### src/rtl/uart_tx_fifo.sv
// UART transmitter with a TX FIFO.
// Frame config is latched at each START so mid-frame changes stay out.
module uart_tx_fifo #(
  parameter int C_CLK_FREQ   = 100000000,
  parameter int C_DIV_WIDTH  = 16,
  parameter int C_FIFO_DEPTH = 16
) (
  input  logic                           I_clk,
  input  logic                           I_rst,
  input  logic [C_DIV_WIDTH-1:0]         I_baud_div,
  input  logic [3:0]                     I_cfg_width,
  input  logic [2:0]                     I_cfg_parity,
  input  logic [1:0]                     I_cfg_stop,
  input  logic                           I_cfg_msb,
  input  logic                           I_break,
  input  logic [8:0]                     I_data,
  input  logic                           I_data_v,
  output logic                           O_data_ready,
  output logic                           O_tx,
  output logic                           O_busy,
  output logic [$clog2(C_FIFO_DEPTH):0]  O_fifo_level,
  output logic                           O_overflow
);

  localparam int AW = $clog2(C_FIFO_DEPTH);
  localparam int DW = C_DIV_WIDTH;
  localparam int CW = C_DIV_WIDTH + 2;

  if (C_FIFO_DEPTH < 2 || C_FIFO_DEPTH > 256 ||
      (C_FIFO_DEPTH & (C_FIFO_DEPTH - 1)) != 0 ||
      C_DIV_WIDTH < 2 || C_CLK_FREQ < 1) begin : g_bad_cfg
    $error("uart_tx_fifo: bad parameters");
  end

  typedef enum logic [2:0] {
    IDLE, START, DATA, PARITY, STOP, BREAK
  } state_e;

  state_e        state_q, state_d;
  logic [8:0]    mem_q [C_FIFO_DEPTH];
  logic [AW-1:0] wr_ptr_q, wr_ptr_d;
  logic [AW-1:0] rd_ptr_q, rd_ptr_d;
  logic [AW:0]   level_q, level_d;
  logic          ovf_q, ovf_d;
  logic          tx_q, tx_d;
  logic [CW-1:0] cnt_q, cnt_d;
  logic [3:0]    bit_q, bit_d;
  logic [8:0]    data_q, data_d;
  logic [DW-1:0] div_q, div_d;
  logic [3:0]    width_q, width_d;
  logic          par_en_q, par_en_d;
  logic          par_bit_q, par_bit_d;
  logic [1:0]    stop_q, stop_d;
  logic          msb_q, msb_d;
  logic          brk_hi_q, brk_hi_d;

  logic          full, empty, push, pop;
  logic          go_start, cnt_zero;
  logic [8:0]    rdata, mask_in, masked;
  logic [DW-1:0] div_in;
  logic [3:0]    width_in, idx;
  logic [CW-1:0] per, stop_cnt;

  assign full     = level_q == (AW+1)'(C_FIFO_DEPTH);
  assign empty    = level_q == '0;
  assign push     = I_data_v && !full;
  assign rdata    = mem_q[rd_ptr_q];
  assign cnt_zero = cnt_q == '0;

  // Clamped view of the live config, used only when a frame starts.
  always_comb begin
    div_in = I_baud_div;
    if (I_baud_div < DW'(3)) div_in = DW'(3);
    width_in = I_cfg_width;
    if (I_cfg_width < 4'd5) width_in = 4'd5;
    if (I_cfg_width > 4'd9) width_in = 4'd9;
  end

  assign mask_in = ~(9'h1FF << width_in);
  assign masked  = rdata & mask_in;

  assign per = CW'(div_q) + CW'(1);
  always_comb begin
    unique case (stop_q)
      2'd0:    stop_cnt = per - CW'(1);
      2'd1:    stop_cnt = per + (per >> 1) - CW'(1);
      default: stop_cnt = (per << 1) - CW'(1);
    endcase
  end

  assign idx = msb_q ? (width_q - 4'd1 - bit_q) : bit_q;

  always_comb begin
    state_d   = state_q;
    cnt_d     = cnt_zero ? cnt_q : cnt_q - CW'(1);
    bit_d     = bit_q;
    data_d    = data_q;
    div_d     = div_q;
    width_d   = width_q;
    par_en_d  = par_en_q;
    par_bit_d = par_bit_q;
    stop_d    = stop_q;
    msb_d     = msb_q;
    brk_hi_d  = brk_hi_q;
    go_start  = 1'b0;
    tx_d      = 1'b1;

    unique case (state_q)
      IDLE: begin
        if (I_break) begin
          state_d  = BREAK;
          brk_hi_d = 1'b0;
          div_d    = div_in;
        end else if (!empty) begin
          go_start = 1'b1;
        end
      end
      START: begin
        tx_d = 1'b0;
        if (cnt_zero) begin
          state_d = DATA;
          cnt_d   = CW'(div_q);
          bit_d   = '0;
        end
      end
      DATA: begin
        tx_d = data_q[idx];
        if (cnt_zero) begin
          if (bit_q == width_q - 4'd1) begin
            state_d = par_en_q ? PARITY : STOP;
            cnt_d   = par_en_q ? CW'(div_q) : stop_cnt;
          end else begin
            bit_d = bit_q + 4'd1;
            cnt_d = CW'(div_q);
          end
        end
      end
      PARITY: begin
        tx_d = par_bit_q;
        if (cnt_zero) begin
          state_d = STOP;
          cnt_d   = stop_cnt;
        end
      end
      STOP: begin
        if (cnt_zero) begin
          if (I_break) begin
            state_d  = BREAK;
            brk_hi_d = 1'b0;
            div_d    = div_in;
          end else if (!empty) begin
            go_start = 1'b1;
          end else begin
            state_d = IDLE;
          end
        end
      end
      BREAK: begin
        tx_d = brk_hi_q;
        // Low while requested, then one bit period of mark.
        if (!brk_hi_q) begin
          if (!I_break) begin
            brk_hi_d = 1'b1;
            cnt_d    = CW'(div_q);
          end
        end else if (cnt_zero) begin
          state_d = IDLE;
        end
      end
      default: state_d = IDLE;
    endcase

    if (go_start) begin
      state_d  = START;
      cnt_d    = CW'(div_in);
      div_d    = div_in;
      width_d  = width_in;
      stop_d   = I_cfg_stop;
      msb_d    = I_cfg_msb;
      data_d   = masked;
      par_en_d = I_cfg_parity inside {3'd1, 3'd2, 3'd3, 3'd4};
      unique case (I_cfg_parity)
        3'd1:    par_bit_d = ^masked;
        3'd2:    par_bit_d = ~^masked;
        3'd3:    par_bit_d = 1'b1;
        default: par_bit_d = 1'b0;
      endcase
    end
  end

  assign pop = go_start;

  always_comb begin
    wr_ptr_d = push ? wr_ptr_q + AW'(1) : wr_ptr_q;
    rd_ptr_d = pop ? rd_ptr_q + AW'(1) : rd_ptr_q;
    level_d  = level_q + (AW+1)'(push) - (AW+1)'(pop);
    ovf_d    = I_data_v && full;
  end

  always_ff @(posedge I_clk) begin
    if (push && !I_rst) mem_q[wr_ptr_q] <= I_data;
  end

  always_ff @(posedge I_clk) begin
    if (I_rst) begin
      state_q   <= IDLE;
      wr_ptr_q  <= '0;
      rd_ptr_q  <= '0;
      level_q   <= '0;
      ovf_q     <= 1'b0;
      tx_q      <= 1'b1;
      cnt_q     <= '0;
      bit_q     <= '0;
      data_q    <= '0;
      div_q     <= DW'(3);
      width_q   <= 4'd8;
      par_en_q  <= 1'b0;
      par_bit_q <= 1'b0;
      stop_q    <= '0;
      msb_q     <= 1'b0;
      brk_hi_q  <= 1'b0;
    end else begin
      state_q   <= state_d;
      wr_ptr_q  <= wr_ptr_d;
      rd_ptr_q  <= rd_ptr_d;
      level_q   <= level_d;
      ovf_q     <= ovf_d;
      tx_q      <= tx_d;
      cnt_q     <= cnt_d;
      bit_q     <= bit_d;
      data_q    <= data_d;
      div_q     <= div_d;
      width_q   <= width_d;
      par_en_q  <= par_en_d;
      par_bit_q <= par_bit_d;
      stop_q    <= stop_d;
      msb_q     <= msb_d;
      brk_hi_q  <= brk_hi_d;
    end
  end

  assign O_data_ready = !full;
  assign O_tx         = tx_q;
  assign O_busy       = (state_q != IDLE) || !empty;
  assign O_fifo_level = level_q;
  assign O_overflow   = ovf_q;

endmodule
### config.mk
export PLATFORM = sky130hd
export DESIGN_NAME = uart_tx_fifo
export DESIGN_NICKNAME = d
export VERILOG_FILES = /design/src/rtl/uart_tx_fifo.sv
export SDC_FILE = /design/constraint.sdc
export NUM_CORES = 1
export LEC_CHECK = 0
export BUFFER_PORTS_ARGS = -buffer_cell sky130_fd_sc_hd__buf_2
export CORE_UTILIZATION = 35
export DETAILED_ROUTE_END_ITERATION = 7
export SYNTH_ARGS = -nofsm -noshare
export SYNTH_HDL_FRONTEND = slang
export SYNTH_SLANG_ARGS = --single-unit
### constraint.sdc
create_clock -name I_clk -period 3.8 [get_ports I_clk]
set_input_delay 0.19 -clock I_clk [delete_from_list [all_inputs] [get_ports I_clk]]
set_output_delay 0.19 -clock I_clk [all_outputs]
set_load 0.005 [all_outputs]
==> out/metrics.cfg <==
[outcome]
status=complete, no violations

[layout]
finalNonFillerCells=1678
post-route-util_pct=42.15
num_antenna_cells=0
nets=1302
syn_to_final_growth_pct=17.79
nFillCells=3171
multi_input_area_mm2=0.005839
drive_gt1_share_pct=18.62
final-seq-area_mm2=0.005918

[logic_synthesis]
ys_top_cells_by_count=edfxtp_1 (144), nor2_1 (111), nand2_1 (99)
synth_xor_area_share_pct=6.189
ys.warnings.count=0
synth_top_area_share_pct=35.77
netlist_instances=1107
synth_compound_area_share_pct=12.94
syn_nets=1196
syn_area_mm2=0.01209
yosysSeqAreaShare_pct=48.85
synthArstFlopShare_pct=0
synth_most_common_cell=edfxtp_1
ys_types=74
ys_top_cells_by_area=edfxtp_1 (36%), dfxtp_1 (13%), mux4_2 (7.8%), ha_1 (4.8%), nor2_1 (3.4%)
synth-edff-count=144
synth_area_leader_cell=edfxtp_1
ys.flop_type=edfxtp_1
muxShareOfSynthArea_pct=10.20
synth_top_family_by_area=compound AO/OA/AOI/OAI gates
synth_simple_gate_area_share_pct=12.88
synth_seq_cells=223
syn_area_per_cell_um2=10.92
synthAdderAreaFrac_pct=5.423

[setup_path]
worstPathRequired_ns=4.21
crit_type=flop to flop
arrival_ns=3.98
cp-start-kind=flop
critPathBufInv=1
cp_max_fo=9
crit_path_end_kind=flop
cp_top_family=compound AO/OA/AOI/OAI gates
cpPeakStageDelay_ns=0.41
crit_slowest_cell=fa_1
crit_chain=ha_4 -> xnor2_1 -> ha_1 -> inv_1 -> ha_1 -> fa_1 -> a21o_1 -> a21oi_1 -> o21ai_2 -> a31oi_1 -> o21ai_0 -> o21ai_0 -> xnor2_1 -> o221ai_2 -> a21oi_1

[floorplan]
die_area_mm2=0.03529
die_w_um=187.9
die_h_um=187.9
core_area_mm2=0.03378
ios=48
start_util_pct=35.78
std_cell_rows=67

[power_and_ir_drop]
p_per_area_mw_per_mm2=833.7
p_leak_nw=5.134
peakVddDrop_uv=575.7

[sta]
tightestPinTransition_ns=1.148
rsz0062_at_grt=false
period_share_pct=93.70
skew_ns=0.009583
fin_setup_tns_ns=0
slew_viol_final=0
whs_ns=0.04275
fmax_ghz=0.2808
finalHoldViolCount=0
finalSetupViolCount=0
slew_headroom_pct=23.19
post-route-min-period_ns=3.561
finalWorstSetupSlack_ns=0.2392

[clock_network]
clockBufferDepth=3
htreeDepth=1
clock_sinks=223
cts_tree=built
clk_latency_ns=0.53
numCtsBuffers=24
clockRootBuffer=clkbuf_16
clkTransAtPathRegs_ns=0.06

[placement]
gp_congestion=0.8766
port_buffers=47
pre_cts_slack_ns=-0.01052
dp_cells=1613
dp_hpwl_mm=21.54

[flow_run]
max-cap-violations=0

[grt]
overflow=0
grt_max_degree=46
grtUsageTotal_pct=17.12
grt_pass1_wl_mm=48.01
antenna_found_initial=0
grt_pass1_vias=8687

[route]
avgViaCountPerCell=5.352
ant_nets=0
drc_errors=0
drt_iter0_markers=623
vias=8981
post_drt_wl_per_cell_um=18.03
drt_pass1_iterations=6
drt-total-wl_mm=30.25

[min_path]
worstHoldPathType=primary input to flop

[logic make-up (layout without fill, tap and decap cells)]
| group | count (synthesis) | count (layout) |
|---|---|---|
| buffers and inverters | 106 | 229 |
| muxes | 69 | 69 |
| DFF | 223 | 223 |
| adders and majority gates | 50 | 50 |
| AOI/OAI and AO/OA | 240 | 240 |
| and+or+nand+nor | 336 | 336 |
| xor gates and xnor gates | 83 | 83 |
[power breakdown]
group / switching [mW] / internal, mW
clock: 0.987 / 1.31
combinational: 3.63 / 2.82
sequential: 0.286 / 2.85
[sequential cells by signal, summed over array words and instances (netlist names), 5 cells and up, named ones only]
| name | cells |
|---|---|
| mem_q | 144 |
| cnt_q | 18 |
| div_q | 16 |
| data_q | 9 |
| O_fifo_level | 5 |
[worst paths after layout]
path              cells past startpoint           end       from  slack, ns
hold / removal                        1  mem_q[14][4]  I_data[4]       0.04
setup reg to reg                     15     cnt_q[17]   div_q[0]       0.24
hold reg to reg                       2     stop_q[1]  stop_q[1]       0.45
setup / recovery                     15     cnt_q[17]   div_q[0]       0.24
[through the flow]
step	power [mW]	cell area, µm²
2_1_floorplan	7.587	12090
3_3_place_gp	9.368	13150
3_5_place_dp	9.408	13150
4_1_cts	11.74	14130
5_1_grt	12.74	14240
6_report	11.87	14240
[routing by layer]
| metal | global-route usage [%] | share of wire, % | vias up |
|---|---|---|---|
| met2 | 28.06 | 47 | 264 |
| met5 | 0 | 0 | - |
| met1 | 23.49 | 45 | 4355 |
| li1 | - | - | 4312 |
| met3 | 2.620 | 6.0 | 50 |
| met4 | 4.659 | 2.3 | 0 |
[cell usage in the layout (no fill, tap or decap), drive strengths merged, types with 4 or more instances in the layout]
cell type,count
o211ai,7
clkinv,14
dlygate4sd3,20
dfxtp,79
mux4,43
nor2b,10
a221oi,8
xnor2,48
nor2,112
nand4,16
nand2b,8
ha,46
fa,4
and3,6
a21o,11
o21bai,4
mux2i,25
nand2,99
buf,113
xor2,34
a211oi,18
edfxtp,144
o21a,8
nor3,23
nand3,24
and2,6
clkbuf,25
a2111oi,7
o21ai,47
or3,7
nor4,10
a21oi,77
o31ai,9
inv,52
a22oi,8
[what timing repair did]
item,CTS,global route
pin swaps,0,3
hold buffers,20,0
hold endpoints to repair,27,0
buffers inserted,0,2
setup endpoints to repair,1,8
resized for setup,1,26
[final cells by class]
type / instances / area share, %
Multi-Input combinational cell: 778 / 41.01
Sequential cell: 223 / 41.56
Clock buffer: 25 / 4.244
Tap cell: 448 / 3.936
Timing Repair Buffer: 133 / 6.625
Inverter: 53 / 1.397
Clock inverter: 18 / 1.230
Power figures use the tool's default switching activity.
